$ cat src/rtl/muxn_ser_pkg.sv
// Shared types and helpers for the lane serializer: FSM states, select-width
// derivation and the masked-lane search.
package muxn_ser_pkg;

   typedef enum logic {
      IDLE  = 1'b0,
      SHIFT = 1'b1
   } state_t;

   localparam int MAX_LANES = 64;

   function automatic bit lanes_ok(input int n);
      return (n >= 2) && (n <= MAX_LANES) && ((n & (n - 1)) == 0);
   endfunction

   // Falls back to 1 for an illegal N so elaboration reaches the explicit error.
   function automatic int sel_width(input int n);
      return lanes_ok(n) ? $clog2(n) : 1;
   endfunction

   // Lowest set bit strictly above sel, or -1 when none; sel = -1 finds the lowest.
   function automatic int next_set_idx(input logic [MAX_LANES-1:0] mask, input int sel);
      int idx;
      idx = -1;
      for (int i = MAX_LANES - 1; i >= 0; i--) begin
         if ((i > sel) && mask[i]) idx = i;
      end
      return idx;
   endfunction

endpackage

$ cat src/rtl/muxn_serializer_if.sv
// Producer/consumer bundle of the lane serializer; slave is the serializer's
// view, master is the environment driving it.
interface muxn_serializer_if
   import muxn_ser_pkg::*;
#(
   parameter int N     = 8,
   parameter int WIDTH = 8
);
   localparam int SEL_W = sel_width(N);

   logic               in_valid;
   logic               in_ready;
   logic [N*WIDTH-1:0] in_data;
`ifdef MUXN_SER_MASK_EN
   logic [N-1:0]       in_mask;
`endif
   logic               out_valid;
   logic               out_ready;
   logic [WIDTH-1:0]   out_data;
   logic [SEL_W-1:0]   out_sel;
   logic               out_last;

   modport slave (
`ifdef MUXN_SER_MASK_EN
      input  in_mask,
`endif
      input  in_valid, in_data, out_ready,
      output in_ready, out_valid, out_data, out_sel, out_last
   );

   modport master (
`ifdef MUXN_SER_MASK_EN
      output in_mask,
`endif
      output in_valid, in_data, out_ready,
      input  in_ready, out_valid, out_data, out_sel, out_last
   );

endinterface

$ cat src/rtl/commonlib_muxn.sv
// N-way combinational mux cell: out_data = lane in_sel. Zero latency, no flow control.
module commonlib_muxn #(
   parameter int N     = 8,
   parameter int WIDTH = 8,
   parameter int SEL_W = $clog2(N)
) (
   input  logic [N-1:0][WIDTH-1:0] in_data_k,
   input  logic [SEL_W-1:0]        in_sel,
   output logic [WIDTH-1:0]        out_data
);

   assign out_data = in_data_k[in_sel];

endmodule

$ cat src/rtl/muxn_serializer.sv
// Parallel-to-serial lane emitter; first beat the cycle after capture, holds under backpressure,
// accepts the next vector on the last-beat handshake. MUXN_SER_MASK_EN adds per-lane skip mask.
module muxn_serializer
   import muxn_ser_pkg::*;
#(
   parameter int N     = 8,
   parameter int WIDTH = 8
) (
   input  logic               CLK,
   input  logic               RESET,
   muxn_serializer_if.slave   bus
);
   localparam int SEL_W = sel_width(N);

   if (!lanes_ok(N)) begin : g_bad_n
      $error("muxn_serializer: N must be a power of two in [2, %0d]", MAX_LANES);
   end

   state_t                    state_q, state_d;
   logic [SEL_W-1:0]          sel_q, sel_d;
   logic [N-1:0][WIDTH-1:0]   bank_q;
   logic                      last_c;
   logic                      ready_c;
   logic                      capture;

`ifdef MUXN_SER_MASK_EN
   logic [N-1:0]              mask_q;
   logic [MAX_LANES-1:0]      mask_q_ext;
   logic [MAX_LANES-1:0]      mask_in_ext;
   int                        nxt_idx;
   int                        first_idx;
`endif

   always_ff @(posedge CLK) begin
      if (RESET) begin
         state_q <= IDLE;
         sel_q   <= '0;
      end else begin
         state_q <= state_d;
         sel_q   <= sel_d;
      end
   end

   // Lane bank carries no reset; its contents only matter once SHIFT is entered.
   always_ff @(posedge CLK) begin
      if (capture) begin
         bank_q <= bus.in_data;
`ifdef MUXN_SER_MASK_EN
         mask_q <= bus.in_mask;
`endif
      end
   end

   always_comb begin
      state_d = state_q;
      sel_d   = sel_q;
`ifdef MUXN_SER_MASK_EN
      mask_q_ext           = '0;
      mask_q_ext[N-1:0]    = mask_q;
      mask_in_ext          = '0;
      mask_in_ext[N-1:0]   = bus.in_mask;
      nxt_idx              = next_set_idx(mask_q_ext, int'(sel_q));
      first_idx            = next_set_idx(mask_in_ext, -1);
      last_c               = (state_q == SHIFT) && (nxt_idx < 0);
`else
      last_c               = (state_q == SHIFT) && (sel_q == SEL_W'(N - 1));
`endif
      ready_c = (state_q == IDLE) || (last_c && bus.out_ready);
      capture = bus.in_valid && ready_c;

      if (capture) begin
`ifdef MUXN_SER_MASK_EN
         // An empty mask is consumed without producing beats.
         if (first_idx < 0) begin
            state_d = IDLE;
            sel_d   = '0;
         end else begin
            state_d = SHIFT;
            sel_d   = SEL_W'(first_idx);
         end
`else
         state_d = SHIFT;
         sel_d   = '0;
`endif
      end else if ((state_q == SHIFT) && bus.out_ready) begin
         if (last_c) begin
            state_d = IDLE;
         end else begin
`ifdef MUXN_SER_MASK_EN
            sel_d = SEL_W'(nxt_idx);
`else
            sel_d = sel_q + SEL_W'(1);
`endif
         end
      end
   end

   assign bus.in_ready  = ready_c;
   assign bus.out_valid = (state_q == SHIFT);
   assign bus.out_last  = last_c;
   assign bus.out_sel   = sel_q;

   commonlib_muxn #(
      .N     (N),
      .WIDTH (WIDTH),
      .SEL_W (SEL_W)
   ) u_muxn (
      .in_data_k (bank_q),
      .in_sel    (sel_q),
      .out_data  (bus.out_data)
   );

endmodule

$ cat src/flat_wrapper.sv
// flat-port wrapper written by rule: the top's interface ports become plain ports
module muxn_serializer_flat import muxn_ser_pkg::*;
#(
   parameter int N     = 8,
   parameter int WIDTH = 8
)
  (CLK, RESET, bus_in_valid, bus_in_data, bus_out_ready, bus_in_ready, bus_out_valid, bus_out_data, bus_out_sel, bus_out_last);
  muxn_serializer_if #(.N(N), .WIDTH(WIDTH)) bus_i ();
  input  logic CLK;
  input  logic RESET;
  input wire logic [$bits(bus_i.in_valid)-1:0] bus_in_valid;
  input wire logic [$bits(bus_i.in_data)-1:0] bus_in_data;
  input wire logic [$bits(bus_i.out_ready)-1:0] bus_out_ready;
  output wire logic [$bits(bus_i.in_ready)-1:0] bus_in_ready;
  output wire logic [$bits(bus_i.out_valid)-1:0] bus_out_valid;
  output wire logic [$bits(bus_i.out_data)-1:0] bus_out_data;
  output wire logic [$bits(bus_i.out_sel)-1:0] bus_out_sel;
  output wire logic [$bits(bus_i.out_last)-1:0] bus_out_last;
  assign bus_i.in_valid = bus_in_valid;
  assign bus_i.in_data = bus_in_data;
  assign bus_i.out_ready = bus_out_ready;
  assign bus_in_ready = bus_i.in_ready;
  assign bus_out_valid = bus_i.out_valid;
  assign bus_out_data = bus_i.out_data;
  assign bus_out_sel = bus_i.out_sel;
  assign bus_out_last = bus_i.out_last;
  muxn_serializer #(.N(N), .WIDTH(WIDTH)) u_core (.CLK(CLK), .RESET(RESET), .bus(bus_i));
endmodule
$ cat config.mk
export PLATFORM = sky130hd
export DESIGN_NAME = muxn_serializer_flat
export DESIGN_NICKNAME = d
export VERILOG_FILES = /design/src/rtl/muxn_ser_pkg.sv /design/src/rtl/muxn_serializer_if.sv /design/src/rtl/commonlib_muxn.sv /design/src/rtl/muxn_serializer.sv /design/src/flat_wrapper.sv
export SDC_FILE = /design/constraint.sdc
export NUM_CORES = 1
export LEC_CHECK = 0
export CAP_MARGIN = 20
export CORE_UTILIZATION = 46
export DETAILED_ROUTE_END_ITERATION = 16
export PLACE_DENSITY = 0.79
export REMOVE_ABC_BUFFERS = 1
export SYNTH_ARGS = -nofsm -noshare
export SYNTH_HDL_FRONTEND = slang
export SYNTH_SLANG_ARGS = --single-unit
$ cat constraint.sdc
create_clock -name CLK -period 3.3 [get_ports CLK]
set_input_delay 0.99 -clock CLK [delete_from_list [all_inputs] [get_ports CLK]]
set_output_delay 0.99 -clock CLK [all_outputs]
set_load 0.05 [all_outputs]
Word-level counts from Yosys, hierarchy flattened
Cells that the tools add are included.
{"block": "word_totals", "inputBits": 68, "regBits": 68, "elab_cells": 30}
{"block": "op_classes", "n_bitwise": 2, "muxes": 5, "reduce_logical": 10, "n_lt_le_gt_ge": 1, "addsub": 1, "eq_ne": 1}
{"op": "binary-select mux 8 bit (select 3 bit)", "n": 1}
{"op": "two-way mux 8 bit", "n": 1}
{"op": "logical AND 1 bit", "n": 4}
{"op": "less-than comparator 3 x 4 -> 1 bit, second input constant", "n": 1}
{"op": "AND reduction 2 bit", "n": 2}
{"op": "nonzero test 2 bit", "n": 2}
{"op": "adder 3 x 1 -> 3 bit, second input constant", "n": 1}
{"op": "equality test 3 bit, second input constant", "n": 1}
{"op": "two-way mux 1 bit", "n": 3}
{"op": "inverter 1 bit", "n": 2}
{"op": "OR reduction 2 bit", "n": 1}
{"op": "logical OR 1 bit", "n": 1}

Longest topological paths before layout
{"block": "depth", "depth_word": 7, "ltp_mapped": 5}

By module
Synthesis repeated with hierarchy kept, for this count alone.
{"block": "hier_totals", "cells_unflattened": 112, "hier_area_um2": 2672.6}
{"mod": "muxn_serializer", "area_each_um2": 2122.0, "cells_each": 83, "seq_area_each_um2": 2001.9, "n_inst": 1}
{"mod": "commonlib_muxn", "area_each_um2": 550.5, "cells_each": 29, "seq_area_each_um2": 0.0, "n_inst": 1}

Least setup slack after synthesis
Ideal clock, no wire load.
{"block": "synth_path", "path_kind": "reg2reg", "startpoint": "register u_core.sel_q[0] (netlist: u_core.bus.out_sel[0])", "endpoint": "register u_core.bank_q[0] in the netlist's numbering (enable)", "required_time_ns": 2.871, "setup_ns": 0.429, "arrival_time_ns": 2.941, "path_stages_with_launch": 5, "synth_period_minus_slack_ns": 3.369, "path_buffers": 0, "slack_ns": -0.069, "cell_sequence": "dfxtp_1 -> ha_1 -> ha_1 -> a21bo_2 -> and2_1"}
{"block": "synth_via", "elab_chain_cells": 5}
{"item": "start, declared", "line_no": "muxn_serializer.sv:20", "rtl": "logic [SEL_W-1:0] sel_q, sel_d;"}
{"item": "start signal, assigned", "line_no": "muxn_serializer.sv:40", "rtl": "sel_q <= sel_d;"}
{"item": "equality test 3 bit", "line_no": "muxn_serializer.sv:66", "rtl": "last_c = (state_q == SHIFT) && (sel_q == SEL_W'(N - 1));"}
{"item": "logical AND 1 bit", "line_no": "muxn_serializer.sv:66"}
{"item": "logical AND 1 bit", "line_no": "muxn_serializer.sv:68", "rtl": "ready_c = (state_q == IDLE) || (last_c && bus.out_ready);"}
{"item": "logical OR 1 bit", "line_no": "muxn_serializer.sv:68"}
{"item": "named net bus_in_ready", "line_no": "flat_wrapper.sv:14", "rtl": "output wire logic [$bits(bus_i.in_ready)-1:0] bus_in_ready;"}
{"item": "logical AND 1 bit", "line_no": "muxn_serializer.sv:69", "rtl": "capture = bus.in_valid && ready_c;"}
{"item": "named net u_core.capture", "line_no": "muxn_serializer.sv:24", "rtl": "logic capture;"}
{"item": "end signal, assigned", "line_no": "muxn_serializer.sv:47", "rtl": "bank_q <= bus.in_data;"}
{"item": "end, declared", "line_no": "muxn_serializer.sv:21", "rtl": "logic [N-1:0][WIDTH-1:0] bank_q;"}
The timed path passes the listed nets, and every way through them passes these cells.
A chain may end at the register's enable or synchronous reset.

Final worst setup path
{"block": "layout_path", "startpoint": "register u_core.sel_q[1] (netlist: u_core.bus.out_sel[1])", "endpoint": "output bus_out_data[5]"}
{"block": "layout_via", "elab_chain_cells": 2}
{"item": "binary-select mux 8 bit (select 3 bit)", "line_no": "commonlib_muxn.sv:12", "rtl": "assign out_data = in_data_k[in_sel];"}
{"item": "two-way mux 8 bit (implied by the code)", "line_no": "commonlib_muxn.sv:12"}
{"item": "end, declared", "line_no": "flat_wrapper.sv:16", "rtl": "output wire logic [$bits(bus_i.out_data)-1:0] bus_out_data;"}
Every way passes these cells. The select of a mux whose other input is x is not followed.

==> flow_summary.toml <==
[global_routing]
antenna_found_initial = 0
grt_pass1_wl_microns = 7290
grt_pass1_vias = 1525
grt_max_degree = 65
grt-ovfl-total = 0
grt_util_all_layers_pct = 17.1

[final_layout]
fin_nets = 274
synthToLayoutAreaGrowth_pct = 41.2
diodes = 0
finalCoreUtilization_pct = 68.0
drive_gt1_share_pct = 19.1

[clocking]
cts_root_buf = "clkbuf_8"
clk_pin_slew_worst_paths_ps = 80
cts_resized = 0
clk_latency_ps = 330
cts_setup_buffers = 0
cts_hold_buffers = 0
htree_levels = 3
cts_tree = "done"
cts_sinks = 68
cts_buffers = 9
clk_path_buf_depth = 2

[floorplanning]
core-area_sq_um = 5540
dieArea_sq_um = 6110
io-pin-count = 82
placementRows = 27
fp.dieW_microns = 78.2
fp.dieH_microns = 78.2
initial_utilization_pct = 48.1

[placed_design]
routabilityCongestion = 0.743
portBuffers = 81
hpwl_microns = 3400

[run_status]
status = "complete, no violations"

[setup_path]
max_stage_delay_ps = 670
crit_start = "u_core.bus.out_sel[1]$_SDFFE_PP0P_"
crit_buf_inv = 2
r2r_end = "u_core.bank_q[45]$_DFFE_PP_"
cp_top_family = "flip-flops"
slowest_stage = "dfxtp_1"
crit_cells = 4
critical_path_class = "reg -> out"
endpoint = "bus_out_data[5]"
worst_ep_arrival_time_ps = 2030
startpoint_type = "register"
r2r_cells = 6
cp_common_cell = "buf_4"
path_max_fanout = 12
path_cells = "buf_4 > mux4_1 > mux2_2 > buf_4"
end_kind = "primary output"
worstReg2RegStart = "u_core.bus.out_sel[1]$_SDFFE_PP0P_"
worstPathRequired_ps = 2310
worst-r2r-setup-slack_ps = 980

[sta]
setup_viol = 0
fin_crit_ps = 3020
grt_setup_unrepaired = "no"
finalSetupTns_ps = 0
relSlewSlack_pct = 62.8
hold_viol = 0
holdWs_ps = 693
slew_viol_final = 0
fmax_mhz = 331
finClkSkew_ps = 10.3
worstMarginPinSlew_ps = 557
period_share_pct = 91.6

[yosys]
avgSynthCellArea_sq_um = 23.8
synth_cells = 112
synth_top_area_share_pct = 72.0
synth_area_leader_cell = "edfxtp_1"
ys_warn_count = 0
syn-cell-area_sq_um = 2670
synth_cell_types = 18
synth_seq_cells = 68
seq_area_frac_synth_pct = 75.0
synthTopCellsByArea = "edfxtp_1, mux4_1, mux2_2"

[route]
wl_per_cell_microns = 17.2
wirelength_microns = 4830
num_vias = 1435
drc = 0
drt_first_iter_violations = 50
antenna_left = 0
dr.pass1.iters = 4
viasPerCell = 5.11

[worst_hold_path]
min_path_type = "reg -> reg"

[power_and_ir_drop]
power_density_nw_per_um2 = 496
p_leak_nw = 1.33
peakVddDrop_v = 0.000306

[flow_run]
drv_cap = 0
==> logic make-up (layout without fill, tap and decap cells) <==
logic type,count (synthesis),count (layout),share of synthesized area (%)
adder cells (fa/ha/maj),2,2,0.938
AO/OA/AOI/OAI,3,3,0.844
AND/OR/NAND/NOR,6,6,1.17
multiplexers,26,26,19.9
flip-flops,68,68,75.0
buffers and inverters,6,103,1.78
XOR/XNOR,1,1,0.328
==> tightest hold or removal path: stages (launching register included) <==
cell and delay [ps]:
dfxtp_1 330, a21bo_2 240, a21oi_1 80
==> routing by layer <==
layer	vias up	global-route usage, %	wire [microns]
met3	8	5.58	293
met4	0	8.70	98
met1	704	17.9	1850
li1	663	-	-
met2	60	30.5	2590
met5	-	0	0
==> synth_stat cells (all sizes together) <==
master   n
a21bo    1
a21o     1
a21oi    1
and2     2
buf      5
dfxtp    4
edfxtp  64
ha       2
inv      1
mux2     8
mux2i    2
mux4    16
nand3b   1
nor2     3
xor2     1
==> metrics by stage <==
stage	instances	total power, mW	instance area, sq um	worst slack [ps]
global route	281	1.93	3770	144
floorplan	107	1.12	2620	-542
global placement	265	1.23	3580	498
finish	281	1.87	3770	277
CTS	281	1.89	3770	236
detailed placement	265	1.24	3580	480
==> power breakdown <==
part           switching [mW]  total (mW)  internal [mW]
Sequential             0.0113        1.01          0.998
Clock                   0.307       0.652          0.344
Combinational          0.0868       0.206          0.119
==> worst min path at each step <==
stage | startpoint | end | slack, ps | cells after the start
4_1_cts | u_core.bus.out_valid$_SDFFE_PP0P_ | u_core.bus.out_valid$_SDFFE_PP0P_ | 700 | 2
3_3_place_gp | u_core.bus.out_valid$_SDFFE_PP0P_ | u_core.bus.out_valid$_SDFFE_PP0P_ | 650 | 2
5_1_grt | u_core.bus.out_valid$_SDFFE_PP0P_ | u_core.bus.out_valid$_SDFFE_PP0P_ | 730 | 2
3_5_place_dp | u_core.bus.out_valid$_SDFFE_PP0P_ | u_core.bus.out_valid$_SDFFE_PP0P_ | 690 | 2
2_1_floorplan | u_core.bus.out_sel[2]$_SDFFE_PP0P_ | u_core.bus.out_sel[2]$_SDFFE_PP0P_ | 880 | 2
6_report | u_core.bus.out_valid$_SDFFE_PP0P_ | u_core.bus.out_valid$_SDFFE_PP0P_ | 690 | 2
==> cells in the final DEF, fill, tap and decap left out, types with 2 or more instances in the layout <==
master           Yosys  final
clkdlybuf4s50_1      0     71
mux2_2               8      8
mux2i_1              2      2
dfxtp_1              4      4
clkinvlp_4           0      2
buf_12               1      3
clkinv_2             0      2
mux4_1              16     16
edfxtp_1            64     64
buf_4                0     12
ha_1                 2      2
clkbuf_8             0      9
nor2_1               3      3
==> sequential cells by signal, summed over array words and instances, names as in the netlist <==
| signal | cells |
|---|---|
| u_core.bus.out_valid | 1 |
| u_core.bus.out_sel | 3 |
| u_core.bank_q | 64 |
==> cell type report <==
type | count | area (sq um)
clock buffer | 9 | 124
clock inverter | 7 | 67.6
fill | 396 | 1770
inverter | 1 | 3.75
multi-input combinational | 38 | 619
sequential | 68 | 2000
tap | 72 | 90.1
timing repair buffer | 86 | 861
Power figures use the tool's default switching activity.
